**src/rtl/arm_pose_sequencer.sv**
```systemverilog
// Pose-table playback scheduler for the 4-servo arm: ramps each servo toward the current pose target per tick.
// Optional build macro ARM_SEQ_SOFTLIMIT_EN clamps targets into [PULSE_MIN, PULSE_MAX] when they are fetched.
module arm_pose_sequencer #(
    parameter int NPOSE       = 8,
    parameter int PW          = 17,
    parameter int STEP        = 200,
    parameter int TICK_DIV    = 250_000,
    parameter int DWELL_TICKS = 100,
    parameter int CENTER      = 62_500,
    parameter int PULSE_MIN   = 50_000,
    parameter int PULSE_MAX   = 75_000
) (
    input  logic                     CLOCK_50,
    input  logic                     rst,
    input  logic                     wr_en,
    input  logic [$clog2(NPOSE)-1:0] wr_pose,
    input  logic [1:0]               wr_servo,
    input  logic [PW-1:0]            wr_data,
    input  logic [$clog2(NPOSE)-1:0] last_pose,
    input  logic                     loop,
    input  logic                     start,
    input  logic                     stop,
    output logic [PW-1:0]            pulse0,
    output logic [PW-1:0]            pulse1,
    output logic [PW-1:0]            pulse2,
    output logic [PW-1:0]            pulse3,
    output logic [$clog2(NPOSE)-1:0] pose_idx,
    output logic                     busy,
    output logic                     done
);

    localparam int IW = $clog2(NPOSE);
    localparam int DW = (TICK_DIV > 1) ? $clog2(TICK_DIV) : 1;
    localparam int CW = $clog2(DWELL_TICKS + 1);
    localparam logic signed [PW:0] STEP_S = (PW+1)'(STEP);

    typedef enum logic [1:0] {IDLE, FETCH, RAMP, DWELL} state_t;

    state_t            state_r, state_n;
    logic [IW-1:0]     pose_r, pose_n;
    logic [CW-1:0]     dwell_r, dwell_n;
    logic [DW-1:0]     div_r;
    logic              tick_s, at_tgt_s, done_s, latch_s, ramp_s;
    logic              busy_r, done_r;
    logic [PW-1:0]     tbl_r [NPOSE][4];
    logic [PW-1:0]     cur_r [4];
    logic [PW-1:0]     tgt_r [4];

    // One ramp step: the difference is taken one bit wider and signed so the width never wraps.
    function automatic logic [PW-1:0] ramp_step(input logic [PW-1:0] cur, input logic [PW-1:0] tgt);
        logic signed [PW:0] diff;
        diff = $signed({1'b0, tgt}) - $signed({1'b0, cur});
        if (diff > STEP_S) begin
            ramp_step = cur + PW'(STEP);
        end else if (diff < -STEP_S) begin
            ramp_step = cur - PW'(STEP);
        end else begin
            ramp_step = tgt;
        end
    endfunction

    // Target conditioning applied as a pose is fetched.
    function automatic logic [PW-1:0] limit_target(input logic [PW-1:0] t);
`ifdef ARM_SEQ_SOFTLIMIT_EN
        if (t < PW'(PULSE_MIN)) begin
            limit_target = PW'(PULSE_MIN);
        end else if (t > PW'(PULSE_MAX)) begin
            limit_target = PW'(PULSE_MAX);
        end else begin
            limit_target = t;
        end
`else
        limit_target = t;
`endif
    endfunction

    assign tick_s = (div_r == DW'(TICK_DIV - 1));

    // Free-running ramp tick divider, active in every state.
    always_ff @(posedge CLOCK_50) begin
        if (rst) begin
            div_r <= {DW{1'b0}};
        end else if (tick_s) begin
            div_r <= {DW{1'b0}};
        end else begin
            div_r <= div_r + DW'(1);
        end
    end

    // Pose table storage; deliberately not reset.
    always_ff @(posedge CLOCK_50) begin
        if (wr_en) begin
            tbl_r[wr_pose][wr_servo] <= wr_data;
        end
    end

    // All-servos-at-target detect.
    always_comb begin
        at_tgt_s = (cur_r[0] == tgt_r[0]) && (cur_r[1] == tgt_r[1]) &&
                   (cur_r[2] == tgt_r[2]) && (cur_r[3] == tgt_r[3]);
    end

    // Sequencer state register and registered status outputs.
    always_ff @(posedge CLOCK_50) begin
        if (rst) begin
            state_r <= IDLE;
            pose_r  <= {IW{1'b0}};
            dwell_r <= {CW{1'b0}};
            busy_r  <= 1'b0;
            done_r  <= 1'b0;
        end else begin
            state_r <= state_n;
            pose_r  <= pose_n;
            dwell_r <= dwell_n;
            busy_r  <= (state_n != IDLE);
            done_r  <= done_s;
        end
    end

    // Next-state, pose advance and datapath strobes; stop overrides everything outside IDLE.
    always_comb begin
        state_n = state_r;
        pose_n  = pose_r;
        dwell_n = dwell_r;
        done_s  = 1'b0;
        latch_s = 1'b0;
        ramp_s  = 1'b0;
        if (stop && (state_r != IDLE)) begin
            state_n = IDLE;
        end else begin
            case (state_r)
                IDLE: begin
                    if (start && !stop) begin
                        state_n = FETCH;
                        pose_n  = {IW{1'b0}};
                    end else begin
                        state_n = IDLE;
                    end
                end
                FETCH: begin
                    latch_s = 1'b1;
                    state_n = RAMP;
                end
                RAMP: begin
                    ramp_s = tick_s;
                    if (at_tgt_s) begin
                        state_n = DWELL;
                        dwell_n = {CW{1'b0}};
                    end else begin
                        state_n = RAMP;
                    end
                end
                DWELL: begin
                    if (tick_s && (dwell_r == CW'(DWELL_TICKS - 1))) begin
                        if (pose_r != last_pose) begin
                            pose_n  = pose_r + IW'(1);
                            state_n = FETCH;
                        end else if (loop) begin
                            pose_n  = {IW{1'b0}};
                            state_n = FETCH;
                        end else begin
                            state_n = IDLE;
                            done_s  = 1'b1;
                        end
                    end else if (tick_s) begin
                        dwell_n = dwell_r + CW'(1);
                    end else begin
                        dwell_n = dwell_r;
                    end
                end
                default: begin
                    state_n = IDLE;
                end
            endcase
        end
    end

    // Servo targets latched at fetch; current widths stepped on ticks while ramping.
    always_ff @(posedge CLOCK_50) begin
        if (rst) begin
            for (int i = 0; i < 4; i++) begin
                cur_r[i] <= PW'(CENTER);
                tgt_r[i] <= PW'(CENTER);
            end
        end else begin
            for (int i = 0; i < 4; i++) begin
                if (latch_s) begin
                    tgt_r[i] <= limit_target(tbl_r[pose_r][i]);
                end
                if (ramp_s) begin
                    cur_r[i] <= ramp_step(cur_r[i], tgt_r[i]);
                end
            end
        end
    end

    assign pulse0   = cur_r[0];
    assign pulse1   = cur_r[1];
    assign pulse2   = cur_r[2];
    assign pulse3   = cur_r[3];
    assign pose_idx = pose_r;
    assign busy     = busy_r;
    assign done     = done_r;

endmodule

```
**config.mk**
```make
export PLATFORM = sky130hd
export DESIGN_NAME = arm_pose_sequencer
export DESIGN_NICKNAME = d
export VERILOG_FILES = /design/src/rtl/arm_pose_sequencer.sv
export SDC_FILE = /design/constraint.sdc
export NUM_CORES = 1
export LEC_CHECK = 0
export ABC_CLOCK_PERIOD_IN_PS = 6700
export CAP_MARGIN = 0
export CORE_AREA = 2 2 241 243
export DETAILED_ROUTE_END_ITERATION = 6
export DIE_AREA = 0 0 243 245
export PLACE_DENSITY = 0.78
export SYNTH_ARGS = -nofsm -noshare
export SYNTH_HDL_FRONTEND = slang
export SYNTH_SLANG_ARGS = --single-unit
```
**constraint.sdc**
```tcl
create_clock -name CLOCK_50 -period 6.7 [get_ports CLOCK_50]
set_input_delay 0.67 -clock CLOCK_50 [delete_from_list [all_inputs] [get_ports CLOCK_50]]
set_output_delay 0.67 -clock CLOCK_50 [all_outputs]
set_load 0.02 [all_outputs]
```
==> summary.txt, run 1 <==
Detailed routing
  • Total vias in the final route: 21900
  • DR iter-0 viols: 2223
  • DRC viols: 0
  • Post-Route WL: 84.5 mm
  • 1st-pass router iterations: 6
  • Vias per cell: 6.54
  • Detailed-route wire length per cell: 25.2 um
  • ANT nets after route: 0

STA
  • Period utilization: 69.3%
  • F_max: 0.215 GHz
  • Final Skew: 44.2 ps
  • Relative slew slack: 9.53%
  • Final Critical Period: 4640 ps
  • Final setup fails: 0
  • Slew Viols, Final: 0
  • Setup TNS: 0 ps
  • Worst-Margin Slew: 1350 ps
  • RSZ-0062 raised after global routing: no
  • Final WS setup: 2060 ps
  • Final hold violation count: 0

Synthesis
  • Synth Instances: 2388
  • Yosys warning count: 0
  • EDFF count, synth: 680
  • Distinct cells, synth: 80
  • Synth cell count leaders: edfxtp_1, nor2_1, mux4_2
  • Asr flop ratio synth: 0%
  • Synth area leaders: edfxtp_1, mux4_2, ha_1
  • Yosys reg bits: 715
  • Ys flop type: edfxtp_1
  • Post-synth top area share: 60.2%
  • Cell taking the most area after synthesis: edfxtp_1
  • Synth Net Count: 2506
  • Seq/Total Area, Yosys: 62.2%
  • Mapped cell area: 33900 um2
  • Post-synthesis average cell area: 14.2 um2
  • Most numerous cell in the Yosys netlist: edfxtp_1

Power
  • PwrDens: 257 nW/um2
  • Peak supply drop: 0.240 mV
  • Leakage: 12.8 nW

Placed design
  • PortBufs: 103
  • Pre-CTS WS: 2100 ps
  • DP HPWL: 53.5 mm
  • Placer's final routability congestion estimate: 0.922
  • Placed Area: 36000 um2

GRT
  • Global route overflow: 0
  • Vias in the first global route: 21500
  • First-pass GRT wire length: 129 mm
  • GRT Overall Usage: 28.6%
  • Pin count of the biggest net entering global routing: 69
  • Initial antenna violation count: 1

Layout
  • Post-layout nets: 2640
  • Post-route design area: 38500 um2
  • Layout cells sized above 1: 12.9%
  • # fillers: 3924
  • Ant diodes: 0
  • Area Growth Syn to Fin: 13.4%

Clock tree
  • CTS max path bufs: 3
  • Root Buffer: clkbuf_16
  • Worst-path clk slew: 60 ps
  • Postcts setup bufs: 0
  • CTS tree: yes
  • Post-CTS resize count: 0
  • Clk sinks: 715
  • H-tree depth: 3
  • Latest clock arrival within the worst-skew pair: 640 ps
  • Cts hold-fix bufs: 0
  • Number of buffers created by CTS: 73

Worst setup path
  • R2r setup slk: 2060 ps
  • Crit path largest cell delay: 680 ps
  • Worst-path cell chain: inv_1 > ha_1 > inv_1 > fa_1 > a21o_1 > a221oi_1 > o21ai_0 > a211oi_1 > xnor2_1 > a2111oi_0 > a21o_1 > o21ai_0 > a32oi_1 > a21oi_1
  • Crit path DAT: 4990 ps
  • Crit Path Category: reg2reg
  • Critical path fanouts, max: 22
  • Kind of start point of the critical path: register
  • Crit path required time: 7050 ps
  • CP endpoint kind: register
  • Slowest cell on the critical path: a21o_1

Die
  • Initial core utilization: 59.5%
  • Die ar.: 59500 um2
  • CORE AREA: 57000 um2
  • Die Ht: 245 um
  • Row cnt: 88
  • IO Pins: 104
  • Die X: 243 um

Min path
  • Min-delay worst type: reg2reg

Status
  • Status: finished, final reports clean

Job
  • Max-Cap Viols: 0
layout make-up:
class	instances	area [um2]	share of cell area, %
repair buffers	157	1480	3.84
well taps	765	957	2.49
inverters	117	439	1.14
flip-flops and latches	715	21100	54.9
clock buffers	91	1930	5.01
multi-input cells	1458	12000	31.2
clock inverters	43	542	1.41
sequential cells by signal (all words and copies together) (netlist names), named ones only:
name / count
pose_idx: 3
tbl_r: 544
tgt_r: 68
done: 1
dwell_r: 7
cur_r: 68
busy: 1
div_r: 18
state_r: 2
through the flow:
stage,hold slack [ps],utilization [%],std cells,power (mW)
global route,471,67.4,3346,10.2
floorplan,418,-,2388,5.57
finish,454,67.4,3346,9.90
detailed placement,444,63.0,3210,5.83
global placement,429,63.0,3210,5.81
CTS,456,67.4,3344,9.93
worst paths after layout:
| check | end | cells after the start | start |
|---|---|---|---|
| hold / removal | div_r[0] | 1 | div_r[0] |
| setup reg to reg | cur_r[0][6] | 14 | tgt_r[0][0] |
| setup / recovery | cur_r[0][6] | 14 | tgt_r[0][0] |
| hold reg to reg | div_r[0] | 1 | div_r[0] |
kinds of logic after synthesis:
logic type / share of synthesized area (%)
mux: 11.9
buf+inv: 2.43
compound gates: 8.05
simple gates: 9.27
flops: 62.2
fa+ha+maj: 3.30
xor+xnor: 2.81
per-layer routing:
layer | wire, um | global-route usage, %
met1 | 34400 | 40.2
met2 | 40500 | 45.8
met3 | 7110 | 4.99
met4 | 2400 | 9.55
met5 | 13 | 0
where the power goes:
part	total (mW)	internal (mW)	switching, mW
combinational	0.740	0.276	0.464
clock	4.14	2.38	1.76
sequential	5.02	4.97	0.0492
total	9.90	7.63	2.27
worst max-delay path: cells and delay by family, from the launching register on:
kind                       cells  cell delay, ps
DFF                            1             380
xor gates and xnor gates       1             110
buffers and inverters          2             130
AOI/OAI and AO/OA              9            3160
adders and majority gates      2             590
layout by cell type, fill, tap and decap left out, drive strengths merged, types with 58 or more instances in the layout:
cell type,instances
mux2i,86
xnor2,78
nor2,199
clkbuf,91
nand3,58
o21ai,61
inv,117
ha,83
edfxtp,680
clkdlybuf4s50,103
nand2,129
mux4,137
a21oi,90
Note: power is estimated with default switching activity, not from simulation.
==> run 2, diff against run 1 <==
--- a/config.mk
+++ b/config.mk
@@ -5,7 +5,7 @@
 export SDC_FILE = /design/constraint.sdc
 export NUM_CORES = 1
 export LEC_CHECK = 0
-export ABC_CLOCK_PERIOD_IN_PS = 6700
+export ABC_CLOCK_PERIOD_IN_PS = 4410
 export CAP_MARGIN = 0
 export CORE_AREA = 2 2 241 243
 export DETAILED_ROUTE_END_ITERATION = 6
==> constraint.sdc (replaced) <==
create_clock -name CLOCK_50 -period 4.41 [get_ports CLOCK_50]
set_input_delay 0.441 -clock CLOCK_50 [delete_from_list [all_inputs] [get_ports CLOCK_50]]
set_output_delay 0.441 -clock CLOCK_50 [all_outputs]
set_load 0.02 [all_outputs]
==> run 2 against run 1 <==
  * The run now ends with design-rule violations left
  * Clock power up 48%
  * Non-clock buffer count up 36
  * Via count up 0.11%
  * Sequential share of layout area shrank 0.38 points
  * Clock skew fell by 25 ps
  * Die area stayed put
  * Largest cell class unchanged
  * Sequential power grew 52%
  * Critical path depth unchanged
  * Hold slack is essentially flat
==> summary.txt, run 2 (same netlist as run 1, synthesis figures left out) <==
Clock tree
  • CTS tree: yes
  • Worst-path clk slew: 60 ps
  • Clk sinks: 715
  • Number of buffers created by CTS: 74
  • Root Buffer: clkbuf_16
  • H-tree depth: 3
  • Cts hold-fix bufs: 0
  • Latest clock arrival within the worst-skew pair: 610 ps
  • CTS max path bufs: 3

Detailed routing
  • Post-Route WL: 85.5 mm
  • Detailed-route wire length per cell: 25.3 um
  • DRC viols: 1
  • ANT nets after route: 0
  • DR iter-0 viols: 2284
  • Vias per cell: 6.47
  • Total vias in the final route: 21900
  • 1st-pass router iterations: 7

STA
  • Fin Hold WS: 454 ps
  • Slew Viols, Final: 0
  • Setup TNS: 0 ps
  • Worst-Margin Slew: 1280 ps
  • Final Critical Period: 4210 ps
  • Relative slew slack: 14.7%
  • Final setup fails: 0
  • Final Skew: 19.2 ps
  • Final hold violation count: 0
  • RSZ-0062 raised after global routing: no
  • F_max: 0.237 GHz
  • Period utilization: 95.5%

Worst setup path
  • Worst setup startpoint: tgt_r[1][0]
  • Delay-heaviest family, CP: simple AND/OR/NAND/NOR gates
  • Crit path largest cell delay: 460 ps
  • Critical path fanouts, max: 4
  • Crit. path cell count: 14
  • FF-to-FF path depth: 14
  • Kind of start point of the critical path: register
  • Crit path required time: 4760 ps
  • Crit Reg-Reg Endpoint: cur_r[1][5]
  • Bufs and invs on worst path: 2
  • Crit path DAT: 4560 ps
  • Worst-path cell chain: inv_1 > ha_1 > inv_1 > fa_1 > a211oi_2 > o31ai_4 > a221oi_2 > xor2_1 > or3_1 > a2111o_1 > or4_1 > and2_4 > a221o_1 > or3_1
  • Worst R2R Start: tgt_r[1][0]
  • R2r setup slk: 200 ps
  • Slowest cell on the critical path: or4_1
  • Crit Path Category: reg2reg
  • CP endpoint kind: register
  • Worst Setup EP: cur_r[1][5]

Layout
  • Ant diodes: 0
  • Layout cells sized above 1: 14.5%
  • Largest registers: tbl_r: 544 flops, cur_r: 68 flops, tgt_r: 68 flops
  • Post-layout nets: 2677
  • Largest register FFs: 544
  • Area Growth Syn to Fin: 14.2%
  • Top reg by flops: tbl_r
  • Commonest non-fill, non-tap cell in the layout: edfxtp_1
  • Most frequent cells in the layout: edfxtp_1, nor2_1, mux4_2

GRT
  • Global route overflow: 0
  • Vias in the first global route: 21400
  • Initial antenna violation count: 1
  • Pin count of the biggest net entering global routing: 69
  • First-pass GRT wire length: 130 mm
  • GRT Overall Usage: 28.8%

Placed design
  • DP HPWL: 54.7 mm
  • PortBufs: 103
  • Placer's final routability congestion estimate: 0.936

Power
  • Sw Ratio: 22.9%
  • Clock power share: 41.1%
  • Int Pwr: 11.5 mW
  • Combinational Power Share: 7.8%
  • Peak supply drop: 0.357 mV
  • Reg power frac: 51.0%
  • Design Power: 14.9 mW
  • Leakage: 13.0 nW
  • PwrDens: 386 nW/um2
  • Sw Pwr: 3.42 mW

Die
  • Row cnt: 88
  • Die X: 243 um
  • Die ar.: 59500 um2
  • CORE AREA: 57000 um2
  • Initial core utilization: 59.5%
  • IO Pins: 104
  • Die Ht: 245 um

Job
  • Max-Cap Viols: 0

Status
  • Failing checks: design-rule violations
  • Status: finished with violations

Min path
  • Min-delay worst type: reg2reg
[run 2: what timing repair did]
item | CTS | global route
setup buffers | 0 | 0
hold endpoints to repair | 0 | 0
resized for setup | 0 | 10
setup endpoints to repair | 0 | 35
[run 2: worst min path at each step]
stage,from,endpoint,cells past startpoint
after floorplan,div_r[0],div_r[0],1
after global placement,div_r[0],div_r[0],1
after detailed placement,div_r[0],div_r[0],1
after CTS,div_r[0],div_r[0],1
after global routing,div_r[0],div_r[0],1
final,div_r[0],div_r[0],1
[run 2: layout make-up]
type | instances | area (um2)
Clock buffer | 95 | 1990
Clock inverter | 41 | 380
Fill cell | 3844 | 18300
Inverter | 117 | 439
Multi-Input combinational cell | 1458 | 12000
Sequential cell | 715 | 21100
Tap cell | 765 | 957
Timing Repair Buffer | 193 | 1810
[run 2: routing by layer]
metal,part of all wire (%),up-vias,track usage (%)
met1,41,10900,40.4
met4,2.6,2,8.26
met5,0.014,-,0
li1,-,9673,-
met2,48,1172,46.6
met3,8.8,170,5.16
[run 2: power by group through the flow]
stage               clock network [mW]  registers, mW  logic (mW)
global route                      6.48           7.63        1.28
floorplan                            0           7.74       0.723
global placement                     0           7.75        1.12
CTS                               6.23           7.62        1.15
finish                            6.14           7.62        1.17
detailed placement                   0           7.76        1.14
[run 2: stage by stage]
stage | cells | instance area, um2 | setup slack (ps) | util [%]
after floorplan | 2388 | 33900 | 105 | -
after global placement | 3248 | 36300 | 84.9 | 63.7
after detailed placement | 3248 | 36300 | 116 | 63.7
after CTS | 3384 | 38700 | 88.0 | 67.9
after global routing | 3384 | 38700 | 0.841 | 67.9
final | 3384 | 38700 | 199 | 67.9
==> variant (flow settings as in run 1) <==
`TICK_DIV`: 250_000 -> 62_500.
--- a/src/rtl/arm_pose_sequencer.sv
+++ b/src/rtl/arm_pose_sequencer.sv
@@ -5,5 +5,5 @@
     parameter int PW          = 17,
     parameter int STEP        = 200,
-    parameter int TICK_DIV    = 250_000,
+    parameter int TICK_DIV    = 62_500,
     parameter int DWELL_TICKS = 100,
     parameter int CENTER      = 62_500,
Check against the original RTL: no difference found for any inputs over 4 cycles, from zero or initial values and one cycle with rst high; that may be too few to reach the edited logic, so the function may still have changed.
==> variant against run 1 <==
Worst setup slack better by 270 ps; routed wire length is 2.7% higher; critical path depth stayed put; sequential power hardly changed; final area is 0.62% lower; synthesized area is 0.16% lower; sequential cell count is 2 lower; power hardly changed; highest routed layer is now met4.
==> variant: results (changes against run 1) <==
Critical path
  • Critical path data arrival time: 4750 ps (-240 ps)
  • R2R setup slack: 2320 ps (+270 ps)
  • CP peak stage delay: 490 ps (-190 ps)
  • Slowest cell on the critical path: nor2_2
  • Critical path fanouts, max: 12 (-45%)

Placement
  • PortBufs: 103 (unchanged)
  • Post-place setup slack: 2450 ps (+354 ps)
  • DP Area: 35900 sq um (about the same)
  • Routability cong.: 0.904 (-1.9%)

Routing
  • Met1 WL: 35100 um (+1.7%)
  • Routed wl met3: 7600 um (+6.9%)
  • Wire per inst: 26.0 um (+2.8%)
  • Violation count after the first detailed-routing iteration: 2425 (+9.1%)
  • Met2 WL: 41400 um (+2.2%)

Finish
  • Count of non-CTS buffers in the layout: 155 (-1.3%)
  • Share of cells above drive strength 1: 0.130 (+0.000588)
  • Final cell count without fillers: 3342 (-0.12%)
  • Synth-to-Final Area Change: 12.8%
  • Clock buffer count: 97 (+6.6%)
  • Register area: 21100 sq um (-0.19%)
  • NonClk Buf Share: 0.0378 (-0.000546)
  • Final nets: 2637 (-0.11%)
  • Clock tree cell share of total cell area: 0.0602 (-0.00395)
  • Multi-In Gates: 1467 (+0.62%)
  • Inverters: 110 (-6.0%)

Timing
  • Clock skew: 24.5 ps (-19.6 ps)
  • Fin crit period: 4380 ps (-267 ps)
  • Hold_ws: 477 ps (+23.1 ps)
  • Worst slew pin tran: 1430 ps (+78.8 ps)

Global route
  • Vias in the first global route: 21450 (-0.27%)
  • Initial antenna violation count: 0 (-1)
  • Largest net degree at the start of global routing: 89 (+29%)
  • GR Util met3: 0.0511 (+0.00120)
  • Met1 Use GR: 0.407 (+0.00493)
  • Total GRT Usage: 0.292 (+0.00640)
  • First-pass GRT wire length: 131000 um (+1.5%)
  • GR Util met2: 0.471 (+0.0133)

Power
  • Worst VDD drop: 173 uV (-28%)
  • Switching share of power: 0.244 (+0.0144)
  • Static leakage: 12.4 nW (-2.7%)

Yosys
  • Top cells by count, synth: edfxtp_1 (680), nor2_1 (194), nand2_1 (149), mux4_2 (136), inv_1 (107)
  • EDFF count, synth: 680 (unchanged)
  • Sequential fraction of the synthesis area: 0.622 (about the same)
  • Net Count, Synth: 2499 (-0.28%)
  • Synth area leaders: edfxtp_1 (60%), mux4_2 (9.0%), ha_1 (3.1%)
  • Adder-cell share of the synthesized area: 0.0330 (+0.0000524)
  • Synth Area in Compound Gates: 0.0798 (-0.000685)
  • Post-Synth XOR/XNOR Area: 0.0308 (+0.00263)
  • Distinct cells, synth: 93 (+16%)
  • Syn_area_per_cell: 14.2 sq um (+0.13%)
  • Mux contribution to synthesized area: 0.116 (-0.00299)

Clocking
  • CTS buffer count: 72 (-1.4%)
  • Total setup buffers inserted after CTS: 0 (unchanged)
  • Clk sinks: 713 (-0.28%)
  • Clk Latency, worst-skew pair: 630 ps

Outcome
  • Status: finished, final reports clean
==> variant: cell types whose count changed in the layout (fill, tap and decap cells not counted), moves of 7 or more <==
cell / before / now
a2111oi_0: 8 / 1
a21o_1: 35 / 26
a31oi_1: 9 / 17
and2_1: 8 / 15
clkinv_1: 21 / 11
clkinv_2: 4 / 11
inv_1: 116 / 107
nand2_1: 129 / 149
o22ai_1: 11 / 4
or2_2: 14 / 5
xnor2_1: 78 / 89
==> variant: path summary, 6_finish.rpt <==
check | cells past startpoint | end | startpoint
max reg2reg | 14 | cur_r[0][15] | tgt_r[0][0]
max | 14 | cur_r[0][15] | tgt_r[0][0]
min reg2reg | 1 | div_r[0] | div_r[0]
min | 1 | div_r[0] | div_r[0]
==> variant: power groups by stage <==
stage          clock network (mW)  logic, mW  registers, mW
3_5_place_dp                    0      0.868           5.13
6_report                     3.96      0.891           5.04
2_1_floorplan                   0      0.564           5.13
5_1_grt                      4.17      0.968           5.05
3_3_place_gp                    0      0.853           5.12
4_1_cts                      4.03      0.879           5.04
